<file path="src/rtl/muldiv_pkg.sv">
// Package: muldiv_pkg
// Shared types and operation decode helpers for the iterative RV32M
// multiply/divide unit.
//   md_state_t : sequencer states (IDLE, CALC, FIN, DONE)
//   md_op_t    : funct3 encoding of the eight RV32M operations
//   is_div / is_rem / is_high / is_signed_a / is_signed_b : op decode helpers
package muldiv_pkg;

    typedef enum logic [1:0] {
        IDLE = 2'd0,
        CALC = 2'd1,
        FIN  = 2'd2,
        DONE = 2'd3
    } md_state_t;

    typedef enum logic [2:0] {
        OpMul    = 3'b000,
        OpMulh   = 3'b001,
        OpMulhsu = 3'b010,
        OpMulhu  = 3'b011,
        OpDiv    = 3'b100,
        OpDivu   = 3'b101,
        OpRem    = 3'b110,
        OpRemu   = 3'b111
    } md_op_t;

    // DIV, DIVU, REM, REMU
    function automatic logic is_div(md_op_t op);
        return op[2];
    endfunction

    // REM, REMU
    function automatic logic is_rem(md_op_t op);
        return op[2] & op[1];
    endfunction

    // MULH, MULHSU, MULHU return the upper product half
    function automatic logic is_high(md_op_t op);
        return ~op[2] & (op[1] | op[0]);
    endfunction

    // MUL is treated as signed: the low product half is identical either way.
    function automatic logic is_signed_a(md_op_t op);
        return (op == OpMul) || (op == OpMulh) || (op == OpMulhsu) ||
               (op == OpDiv) || (op == OpRem);
    endfunction

    function automatic logic is_signed_b(md_op_t op);
        return (op == OpMul) || (op == OpMulh) || (op == OpDiv) || (op == OpRem);
    endfunction

endpackage

</file>
<file path="src/rtl/muldiv_unit.sv">
// Module: muldiv_unit
// Iterative RV32M multiply/divide unit for the EX stage. Operates on operand
// magnitudes: radix-2 shift-add for MUL*, restoring shift-subtract for DIV*/REM*,
// both sharing one 2*DATA_WIDTH shift register, with a final sign-correction
// step. Divide-by-zero and signed overflow bypass the iteration entirely.
// Ports:
//   clk     in   rising-edge clock
//   reset   in   asynchronous active-high reset
//   start   in   operation request, sampled only in IDLE
//   flush   in   abort current operation; dominates start
//   funct3  in   RV32M op select
//   SrcA    in   rs1 value
//   SrcB    in   rs2 value
//   busy    out  high while an accepted op is in CALC or FIN
//   done    out  one-cycle pulse, Result valid in that cycle
//   Result  out  registered result, holds between operations
module muldiv_unit
    import muldiv_pkg::*;
#(
    parameter int unsigned DATA_WIDTH = 32,
    parameter int unsigned CNT_WIDTH  = 6
) (
    input  logic                  clk,
    input  logic                  reset,
    input  logic                  start,
    input  logic                  flush,
    input  logic [2:0]            funct3,
    input  logic [DATA_WIDTH-1:0] SrcA,
    input  logic [DATA_WIDTH-1:0] SrcB,
    output logic                  busy,
    output logic                  done,
    output logic [DATA_WIDTH-1:0] Result
);

    localparam int unsigned W = DATA_WIDTH;

    md_state_t            state_q;
    md_op_t               op_q;
    logic [CNT_WIDTH-1:0] cnt_q;
    // MUL*: {product_hi, product_lo/multiplier}; DIV*: {remainder, quotient/dividend}
    logic [2*W-1:0]       acc_q;
    logic [W-1:0]         opb_q;
    logic                 neg_res_q;
    logic                 neg_rem_q;
    logic                 special_q;
    logic                 busy_q;
    logic                 done_q;
    logic [W-1:0]         result_q;

    // ------------------------------------------------------------------
    // Accept-time decode
    // ------------------------------------------------------------------
    md_op_t       op_in;
    logic         neg_a;
    logic         neg_b;
    logic [W-1:0] mag_a;
    logic [W-1:0] mag_b;
    logic         b_zero;
    logic         ovf;
    logic         special_in;
    logic [W-1:0] special_val;

    assign op_in = md_op_t'(funct3);

    always_comb begin
        neg_a      = is_signed_a(op_in) & SrcA[W-1];
        neg_b      = is_signed_b(op_in) & SrcB[W-1];
        mag_a      = neg_a ? (~SrcA + 1'b1) : SrcA;
        mag_b      = neg_b ? (~SrcB + 1'b1) : SrcB;
        b_zero     = (SrcB == '0);
        // Only signed division can overflow: most-negative / -1
        ovf        = is_signed_a(op_in) && is_div(op_in) &&
                     (SrcA == {1'b1, {(W-1){1'b0}}}) && (SrcB == {W{1'b1}});
        special_in = is_div(op_in) && (b_zero || ovf);
        if (b_zero) begin
            special_val = is_rem(op_in) ? SrcA : {W{1'b1}};
        end else begin
            special_val = is_rem(op_in) ? '0 : SrcA;
        end
    end

    // ------------------------------------------------------------------
    // One iteration of each datapath
    // ------------------------------------------------------------------
    logic [W:0]     mul_sum;
    logic [2*W-1:0] mul_next;
    logic [W:0]     div_shift;
    logic [W:0]     div_diff;
    logic           div_take;
    logic [2*W-1:0] div_next;

    always_comb begin
        // Add multiplicand when the current multiplier LSB is set, then shift
        // the whole product right; the carry enters at the top.
        mul_sum  = {1'b0, acc_q[2*W-1:W]} + {1'b0, (acc_q[0] ? opb_q : {W{1'b0}})};
        mul_next = {mul_sum, acc_q[W-1:1]};

        // Shift next dividend bit into the partial remainder, trial-subtract.
        div_shift = {acc_q[2*W-1:W], acc_q[W-1]};
        div_diff  = div_shift - {1'b0, opb_q};
        div_take  = ~div_diff[W];
        div_next  = {(div_take ? div_diff[W-1:0] : div_shift[W-1:0]),
                     acc_q[W-2:0], div_take};
    end

    // ------------------------------------------------------------------
    // Final sign correction and result select
    // ------------------------------------------------------------------
    logic [2*W-1:0] prod_fix;
    logic [W-1:0]   quo_fix;
    logic [W-1:0]   rem_fix;
    logic [W-1:0]   fin_val;

    always_comb begin
        prod_fix = neg_res_q ? (~acc_q + 1'b1) : acc_q;
        quo_fix  = neg_res_q ? (~acc_q[W-1:0] + 1'b1) : acc_q[W-1:0];
        rem_fix  = neg_rem_q ? (~acc_q[2*W-1:W] + 1'b1) : acc_q[2*W-1:W];
        fin_val  = '0;
        if (special_q) begin
            // Special-case result was preloaded into the low half at accept
            fin_val = acc_q[W-1:0];
        end else if (is_rem(op_q)) begin
            fin_val = rem_fix;
        end else if (is_div(op_q)) begin
            fin_val = quo_fix;
        end else if (is_high(op_q)) begin
            fin_val = prod_fix[2*W-1:W];
        end else begin
            fin_val = prod_fix[W-1:0];
        end
    end

    // ------------------------------------------------------------------
    // Sequencer and datapath registers
    // ------------------------------------------------------------------
    always_ff @(posedge clk or posedge reset) begin
        if (reset) begin
            state_q   <= IDLE;
            op_q      <= OpMul;
            cnt_q     <= '0;
            acc_q     <= '0;
            opb_q     <= '0;
            neg_res_q <= 1'b0;
            neg_rem_q <= 1'b0;
            special_q <= 1'b0;
            busy_q    <= 1'b0;
            done_q    <= 1'b0;
            result_q  <= '0;
        end else if (flush) begin
            // Abort from any state; Result keeps its previous value
            state_q <= IDLE;
            busy_q  <= 1'b0;
            done_q  <= 1'b0;
        end else begin
            unique case (state_q)
                IDLE: begin
                    done_q <= 1'b0;
                    if (start) begin
                        op_q      <= op_in;
                        opb_q     <= mag_b;
                        cnt_q     <= '0;
                        neg_res_q <= neg_a ^ neg_b;
                        neg_rem_q <= neg_a;
                        special_q <= special_in;
                        busy_q    <= 1'b1;
                        if (special_in) begin
                            acc_q   <= {{W{1'b0}}, special_val};
                            state_q <= FIN;
                        end else begin
                            acc_q   <= {{W{1'b0}}, mag_a};
                            state_q <= CALC;
                        end
                    end
                end
                CALC: begin
                    acc_q <= is_div(op_q) ? div_next : mul_next;
                    cnt_q <= cnt_q + CNT_WIDTH'(1);
                    if (cnt_q == CNT_WIDTH'(W - 1)) begin
                        state_q <= FIN;
                    end
                end
                FIN: begin
                    result_q <= fin_val;
                    busy_q   <= 1'b0;
                    done_q   <= 1'b1;
                    state_q  <= DONE;
                end
                DONE: begin
                    // start is ignored here
                    done_q  <= 1'b0;
                    state_q <= IDLE;
                end
            endcase
        end
    end

    assign busy   = busy_q;
    assign done   = done_q;
    assign Result = result_q;

endmodule

</file>
<file path="config.mk">
export PLATFORM = sky130hd
export DESIGN_NAME = muldiv_unit
export DESIGN_NICKNAME = d
export VERILOG_FILES = /design/src/rtl/muldiv_pkg.sv /design/src/rtl/muldiv_unit.sv
export SDC_FILE = /design/constraint.sdc
export NUM_CORES = 1
export LEC_CHECK = 0
export ABC_AREA = 1
export BUFFER_PORTS_ARGS = -buffer_cell sky130_fd_sc_hd__buf_2
export CAP_MARGIN = 0
export CORE_ASPECT_RATIO = 0.75
export CORE_UTILIZATION = 45
export CTS_BUF_LIST = sky130_fd_sc_hd__clkbuf_8
export DETAILED_ROUTE_END_ITERATION = 8
export PLACE_DENSITY = 0.62
export SYNTH_ARGS = -nofsm -noshare
export SYNTH_HDL_FRONTEND = slang
export SYNTH_SLANG_ARGS = --single-unit
</file>
<file path="constraint.sdc">
create_clock -name clk -period 7.45 [get_ports clk]
set_clock_uncertainty 0.2 [all_clocks]
set_input_delay 2.235 -clock clk [delete_from_list [all_inputs] [get_ports clk]]
set_output_delay 2.235 -clock clk [all_outputs]
set_load 0.03 [all_outputs]
</file>
==> run metrics, run 1 <==
status finished, final reports clean; initial drt markers 2,680; largest cells by area after synthesis nand2_1 (23%), dfrtp_1 (20%), inv_1 (9.2%); combinational power share 71.2%; WHS 276 ps; Hold-fix buffers, CTS 0; Final GP Congestion 1.04; post-synth top area cell nand2_1; sequential-to-total area share from yosys stat 20.0%; slowest stage delay, CP 480 ps; Max Clk Rate 0.200 GHz; CP Class in -> reg; die area 40,800 sq um; EDFF count, synth 0; post-place setup slack 1980 ps; Sink Count 144; Final ANT Viol Nets 0; CP Launch Type primary input; # setup viols final 0; HPWL after detailed placement 59,000 um; Leak 10.6 nW; Seq pwr share 20.4%; Overflow after GRT 0; Hold Vio Cnt, Final 0; TritonCTS clock tree built; total track usage 36.6%; synth unique cells 50; # IOs 105; CTS buffer count 17; actual slew at the worst max-slew pin 1150 ps; WP data arrival 5230 ps; via count 21,800; antenna violations before repair 0; crit-path cells buf_2, inv_1, ha_1, nand2_1, nor2_2, nand2_1, nor2_4, inv_2, nand2_2, nand2_2, nand3_1, o21ai_0, nand2_1, nand2_1; Area Growth Syn to Fin 7.13%; Die W 233 um; CP Data Required Time 7670 ps; mux share of post-synthesis cell area 0%; Synth Warn # 0; drt via density 5.67; root buf cell clkbuf_8; initial core utilization 45.6%; final antenna diode count 0; Synth Area in Compound Gates 14.3%; post-CTS sizing 0; synth cell count leaders nand2_1 (1,105), inv_1 (440), nor2_1 (391), nand3_1 (324), o21ai_0 (227); Post-route DRC 0; clock power share 8.4%; Clock Path Buffers 2; post-route cell area 19,300 sq um; Fin Setup TNS 0 ps; fraction of registers with async set/reset 100%; Setup crit end kind register; Core ar. 39,500 sq um; synthesized area per cell 5.48 sq um; post-placement cell area 18,800 sq um; cell family with most CP delay simple AND/OR/NAND/NOR gates; nets 3,460; Int Pwr 0.00332 W; Main synth FF type dfrtp_1; Worst slew margin 23.3%; period utilisation layout 67.2%; drt first pass iters 6; # fillers 4,304; largest family of logic cells by synthesized area simple AND/OR/NAND/NOR gates; number of global-route vias before repair 18,900; HP Class reg -> reg; Worst path most repeated cell nand2_1; Max FO, Critical Path 33; Adder-Cell Fraction of Synth Area 5.35%; P_sw 0.00546 W; setup ws final 2450 ps; post-layout min period 5000 ps; Synth Area in Simple Gates 44.5%; unrepaired setup endpoints after global routing no; post-synthesis xor/xnor area fraction 3.55%; I/O Buffers 104; CP Buf/Inv Count 3; Syn Nets 3,431; share of cells above drive strength 1 6.04%; count leader, synth nand2_1; switching part of the total 62.2%; Power Density 455 nW/um^2; synthesis-stage register bit count 144; first-pass GRT wire length 113,000 um; top-area cell type share of the netlist area 23.0%; detailed-route wire length per cell 19.4 um; depth of the CTS H-tree 4; max-cap check violation count 0; Clock Latency Late Sink 540 ps; Critical Path Slowest Stage Cell nor2_4; num rows 63; Total Wirelength 74,800 um; Slew Limit Fails 0; worst vdd ir 0.214 mV; cell area after synthesis 18,000 sq um; Post-CTS Setup Inserts 0; Clock Pin Slew Worst Setup and Hold Paths 90 ps; die height 175 um; Mapped Cells 3,285; largest net degree at the start of global routing 98
==> through the flow <==
step | power [W] | util [%] | instances
global route | 0.00949 | 48.8 | 3847
finish | 0.00878 | 48.8 | 3847
floorplan | 0.00579 | - | 3285
detailed placement | 0.00777 | 47.7 | 3815
CTS | 0.00852 | 48.8 | 3847
global placement | 0.00771 | 47.7 | 3815
==> worst reg2reg max path, cell delays in order (launching register included) <==
cell	delay, ps
dfrtp_1	510
clkinv_1	390
fa_1	560
inv_1	120
nand2_1	60
nand2_1	80
nand3_1	80
nand2_2	130
nand2_1	70
nand2_1	120
nand2_2	90
nand2_1	110
nand2_2	220
nand2_2	640
nand3_1	370
nand3_1	240
nand2_1	70
nand2_1	60
==> placed cells by master, fill, tap and decap left out, types with 2 or more instances in the layout <==
cell type | Yosys | layout
buf_2 | 17 | 104
nand3_1 | 324 | 324
clkinv_1 | 5 | 5
nand2_1 | 1105 | 1105
inv_2 | 5 | 5
nor2_2 | 7 | 8
inv_6 | 0 | 5
clkbuf_8 | 0 | 17
a31oi_1 | 7 | 7
dfrtp_2 | 0 | 2
o21ai_1 | 19 | 19
a21o_1 | 4 | 4
nand4_1 | 39 | 39
nand2_2 | 8 | 8
dfrtp_1 | 144 | 142
o21ai_0 | 227 | 227
xor2_1 | 55 | 55
xnor2_1 | 18 | 18
nor2_1 | 391 | 390
a22oi_1 | 14 | 14
nor2_4 | 3 | 3
nor4_1 | 5 | 5
bufinv_16 | 0 | 4
nand3_2 | 2 | 2
o22ai_1 | 8 | 8
clkinv_4 | 0 | 4
or2_2 | 10 | 10
nand3b_1 | 17 | 17
nor3_2 | 1 | 2
or2_1 | 2 | 2
buf_4 | 5 | 20
fa_1 | 2 | 2
ha_1 | 73 | 73
o21bai_1 | 5 | 5
inv_1 | 440 | 440
nor3_1 | 20 | 19
o211ai_1 | 7 | 7
a21oi_1 | 190 | 189
==> path summary, 6_finish.rpt <==
| check | from | end | slack [ps] | depth (start not counted) |
|---|---|---|---|---|
| max | SrcB[1] | acc_q[31] | 2450 | 14 |
| min | Result[15] | Result[15] | 280 | 2 |
| max reg2reg | acc_q[32] | acc_q[55] | 3280 | 17 |
| min reg2reg | Result[15] | Result[15] | 280 | 2 |
| max in group asynchronous | reset | op_q[2] | 4060 | 3 |
| min in group asynchronous | reset | Result[10] | 1700 | 2 |
==> power by group through the flow <==
stage	Clock (W)	Combinational [W]	Sequential, W
after CTS	0.000746	0.00604	0.00174
final	0.000736	0.00625	0.00179
after global placement	0	0.00597	0.00175
after floorplan	0	0.00426	0.00153
after global routing	0.000773	0.00691	0.00180
after detailed placement	0	0.00602	0.00175
==> state kept, by name, summed over array words and instances (netlist names) <==
signal,flops
cnt_q,6
op_q,3
Result,32
busy,1
state_q,2
neg_rem_q,1
acc_q,64
opb_q,32
special_q,1
done,1
neg_res_q,1
==> logic make-up (layout without fill, tap and decap cells) <==
kind of cell / Yosys count / in the layout
and+or+nand+nor: 1938 / 1938
buffers and inverters: 564 / 606
adders and majority gates: 76 / 76
xor gates and xnor gates: 73 / 73
DFF: 144 / 144
AOI/OAI and AO/OA: 490 / 490
==> cell type report <==
class	count	area [sq um]	area share, %
multi-input cells	2577	12200	63.4
flip-flops and latches	144	3610	18.7
inverters	450	1690	8.79
repair buffers	124	671	3.48
well taps	520	651	3.37
clock buffers	17	234	1.21
clock inverters	15	206	1.07
==> per-layer routing <==
metal	up-vias	GRT usage [%]	share of wire, %
met1	10000	58.3	49
met3	82	10.1	13
li1	10500	-	-
met2	1210	46.8	37
met5	-	0	0
met4	0	8.01	1.7
No activity file was read; power rests on OpenSTA's default activity.
==> run 2: changes to the inputs <==
--- a/config.mk
+++ b/config.mk
@@ -12,7 +12,7 @@
 export CORE_UTILIZATION = 45
 export CTS_BUF_LIST = sky130_fd_sc_hd__clkbuf_8
 export DETAILED_ROUTE_END_ITERATION = 8
-export PLACE_DENSITY = 0.62
+export PLACE_DENSITY = 0.64
 export SYNTH_ARGS = -nofsm -noshare
 export SYNTH_HDL_FRONTEND = slang
 export SYNTH_SLANG_ARGS = --single-unit
==> constraint.sdc (replaced) <==
create_clock -name clk -period 4.4 [get_ports clk]
set_clock_uncertainty 0.2 [all_clocks]
set_input_delay 1.32 -clock clk [delete_from_list [all_inputs] [get_ports clk]]
set_output_delay 1.32 -clock clk [all_outputs]
set_load 0.03 [all_outputs]
==> run 2 against run 1 <==
Compared with the run above:
- utilization is 0.76 points higher
- clock-buffer cell count is the same
- setup slack worse by 1700 ps
- die area unchanged
- global-route usage increased by 0.57 points
- combinational power increased by 74%
- cell count up 0.78%
- largest power group unchanged
- highest routed layer unchanged
==> run metrics, run 2 (same netlist as run 1, synthesis figures left out) <==
status finished, final reports clean; Clock Path Buffers 2; Worst slew margin 25.9%; R2R Path End acc_q[41]; # setup viols final 0; Clock Pin Slew Worst Setup and Hold Paths 80 ps; Finished Layout Cells 3,877; Post-route DRC 0; Power Density 775 nW/um^2; actual slew at the worst max-slew pin 1110 ps; post-layout min period 3630 ps; post-CTS sizing 0; HPWL after detailed placement 60,300 um; met1 WL 37,100 um; Top Metal Used met4; Setup crit end kind register; Final GP Congestion 1.04; Final ANT Viol Nets 0; Overflow after GRT 0; # fillers 4,256; Total Wirelength 75,800 um; Hold Vio Cnt, Final 0; r2r startpoint acc_q[0]; Core ar. 39,500 sq um; CP Data Required Time 4600 ps; HP Class reg -> reg; Slew Limit Fails 0; Detail Route met3 WL 9740 um; Clock Latency Late Sink 520 ps; drt via density 5.58; total track usage 37.1%; critical path startpoint SrcB[0]; period utilisation layout 82.5%; P_sw 0.00930 W; Max Clk Rate 0.276 GHz; number of global-route vias before repair 19,400; root buf cell clkbuf_8; Max FO, Critical Path 33; Die W 233 um; Largest Register acc_q; largest net degree at the start of global routing 63; Leak 10.8 nW; Hold-fix buffers, CTS 0; switching part of the total 61.3%; depth of the CTS H-tree 4; combinational power share 71.5%; CP Class in -> reg; max reg flops 64; Int Pwr 0.00587 W; r2r worst-path depth 18; Sink Count 144; Fin Setup TNS 0 ps; dpl cells 3,846; TritonCTS clock tree built; commonest non-fill, non-tap cell in the layout nand2_1; CP Launch Type primary input; unrepaired setup endpoints after global routing no; I/O Buffers 104; Seq pwr share 19.7%; initial core utilization 45.6%; clock power share 8.7%; Post-CTS Setup Inserts 0; max-cap check violation count 0; share of cells above drive strength 1 6.85%; routed length on met2 27,500 um; die area 40,800 sq um; final antenna diode count 0; via count 21,600; register-to-register setup slack 870 ps; num rows 63; Area Growth Syn to Fin 8.80%; die height 175 um; # IOs 105; detailed-route wire length per cell 19.6 um; most frequent cells in the layout nand2_1 (1,105), inv_1 (441), nor2_1 (390); nets 3,491; initial drt markers 2,956; worst vdd ir 0.373 mV; CTS buffer count 17; antenna violations before repair 0; first-pass GRT wire length 115,000 um; CP Capture Point acc_q[29]; WP data arrival 3830 ps; drt first pass iters 8
## run 2: cell count changes in the layout (fill, tap and decap cells not counted), sizes merged
cell      change
clkinvlp      +2
buf          +31
clkinv        -4
bufinv        +2
inv           -1
## run 2: final cells by class
type	instances	area, sq um	area share, %
Inverter	450	1690	8.65
Clock buffer	17	234	1.19
Timing Repair Buffer	155	941	4.81
Tap cell	520	651	3.32
Sequential cell	144	3610	18.4
Multi-Input combinational cell	2577	12200	62.4
Clock inverter	14	238	1.21
## run 2: metal layers
metal  up-vias  track usage, %
met2      1164            46.9
met1      9805            58.8
li1      10600               -
met5         -               0
met4         0            8.55
met3        96            11.4
## run 2: critical path, cell delays in order
cell and delay, ps:
buf_2 110, inv_1 90, ha_1 220, nand2_1 90
nor2_2 230, nand2_1 190, nor2_4 180, inv_2 220
nand2_2 300, nand2_2 420, o211ai_1 360, nand2_1 70
## run 2: how the worst min path moves through the flow
stage / start / cells past startpoint / endpoint / slack, ps
3_3_place_gp: Result[26] / 2 / Result[26] / 260
4_1_cts: cnt_q[5] / 1 / cnt_q[5] / 280
2_1_floorplan: cnt_q[5] / 1 / cnt_q[5] / 240
5_1_grt: Result[19] / 2 / Result[19] / 300
3_5_place_dp: Result[28] / 2 / Result[28] / 260
6_report: Result[28] / 2 / Result[28] / 270
## run 2: power groups by stage
stage | Combinational [W] | Clock (W) | Sequential [W]
final | 0.0109 | 0.00132 | 0.00299
after global routing | 0.0120 | 0.00140 | 0.00301
after CTS | 0.0105 | 0.00134 | 0.00289
after detailed placement | 0.0104 | 0 | 0.00291
after global placement | 0.0104 | 0 | 0.00290
after floorplan | 0.00721 | 0 | 0.00259
## run 2: per-stage QoR
stage	area, sq um	total power, W	hold slack, ps	utilization [%]	worst slack, ps
floorplan	18000	0.00980	245	-	1070
global placement	19100	0.0133	257	48.4	404
detailed placement	19100	0.0133	260	48.4	338
CTS	19600	0.0147	278	49.6	896
global route	19600	0.0164	301	49.6	584
finish	19600	0.0152	275	49.6	771
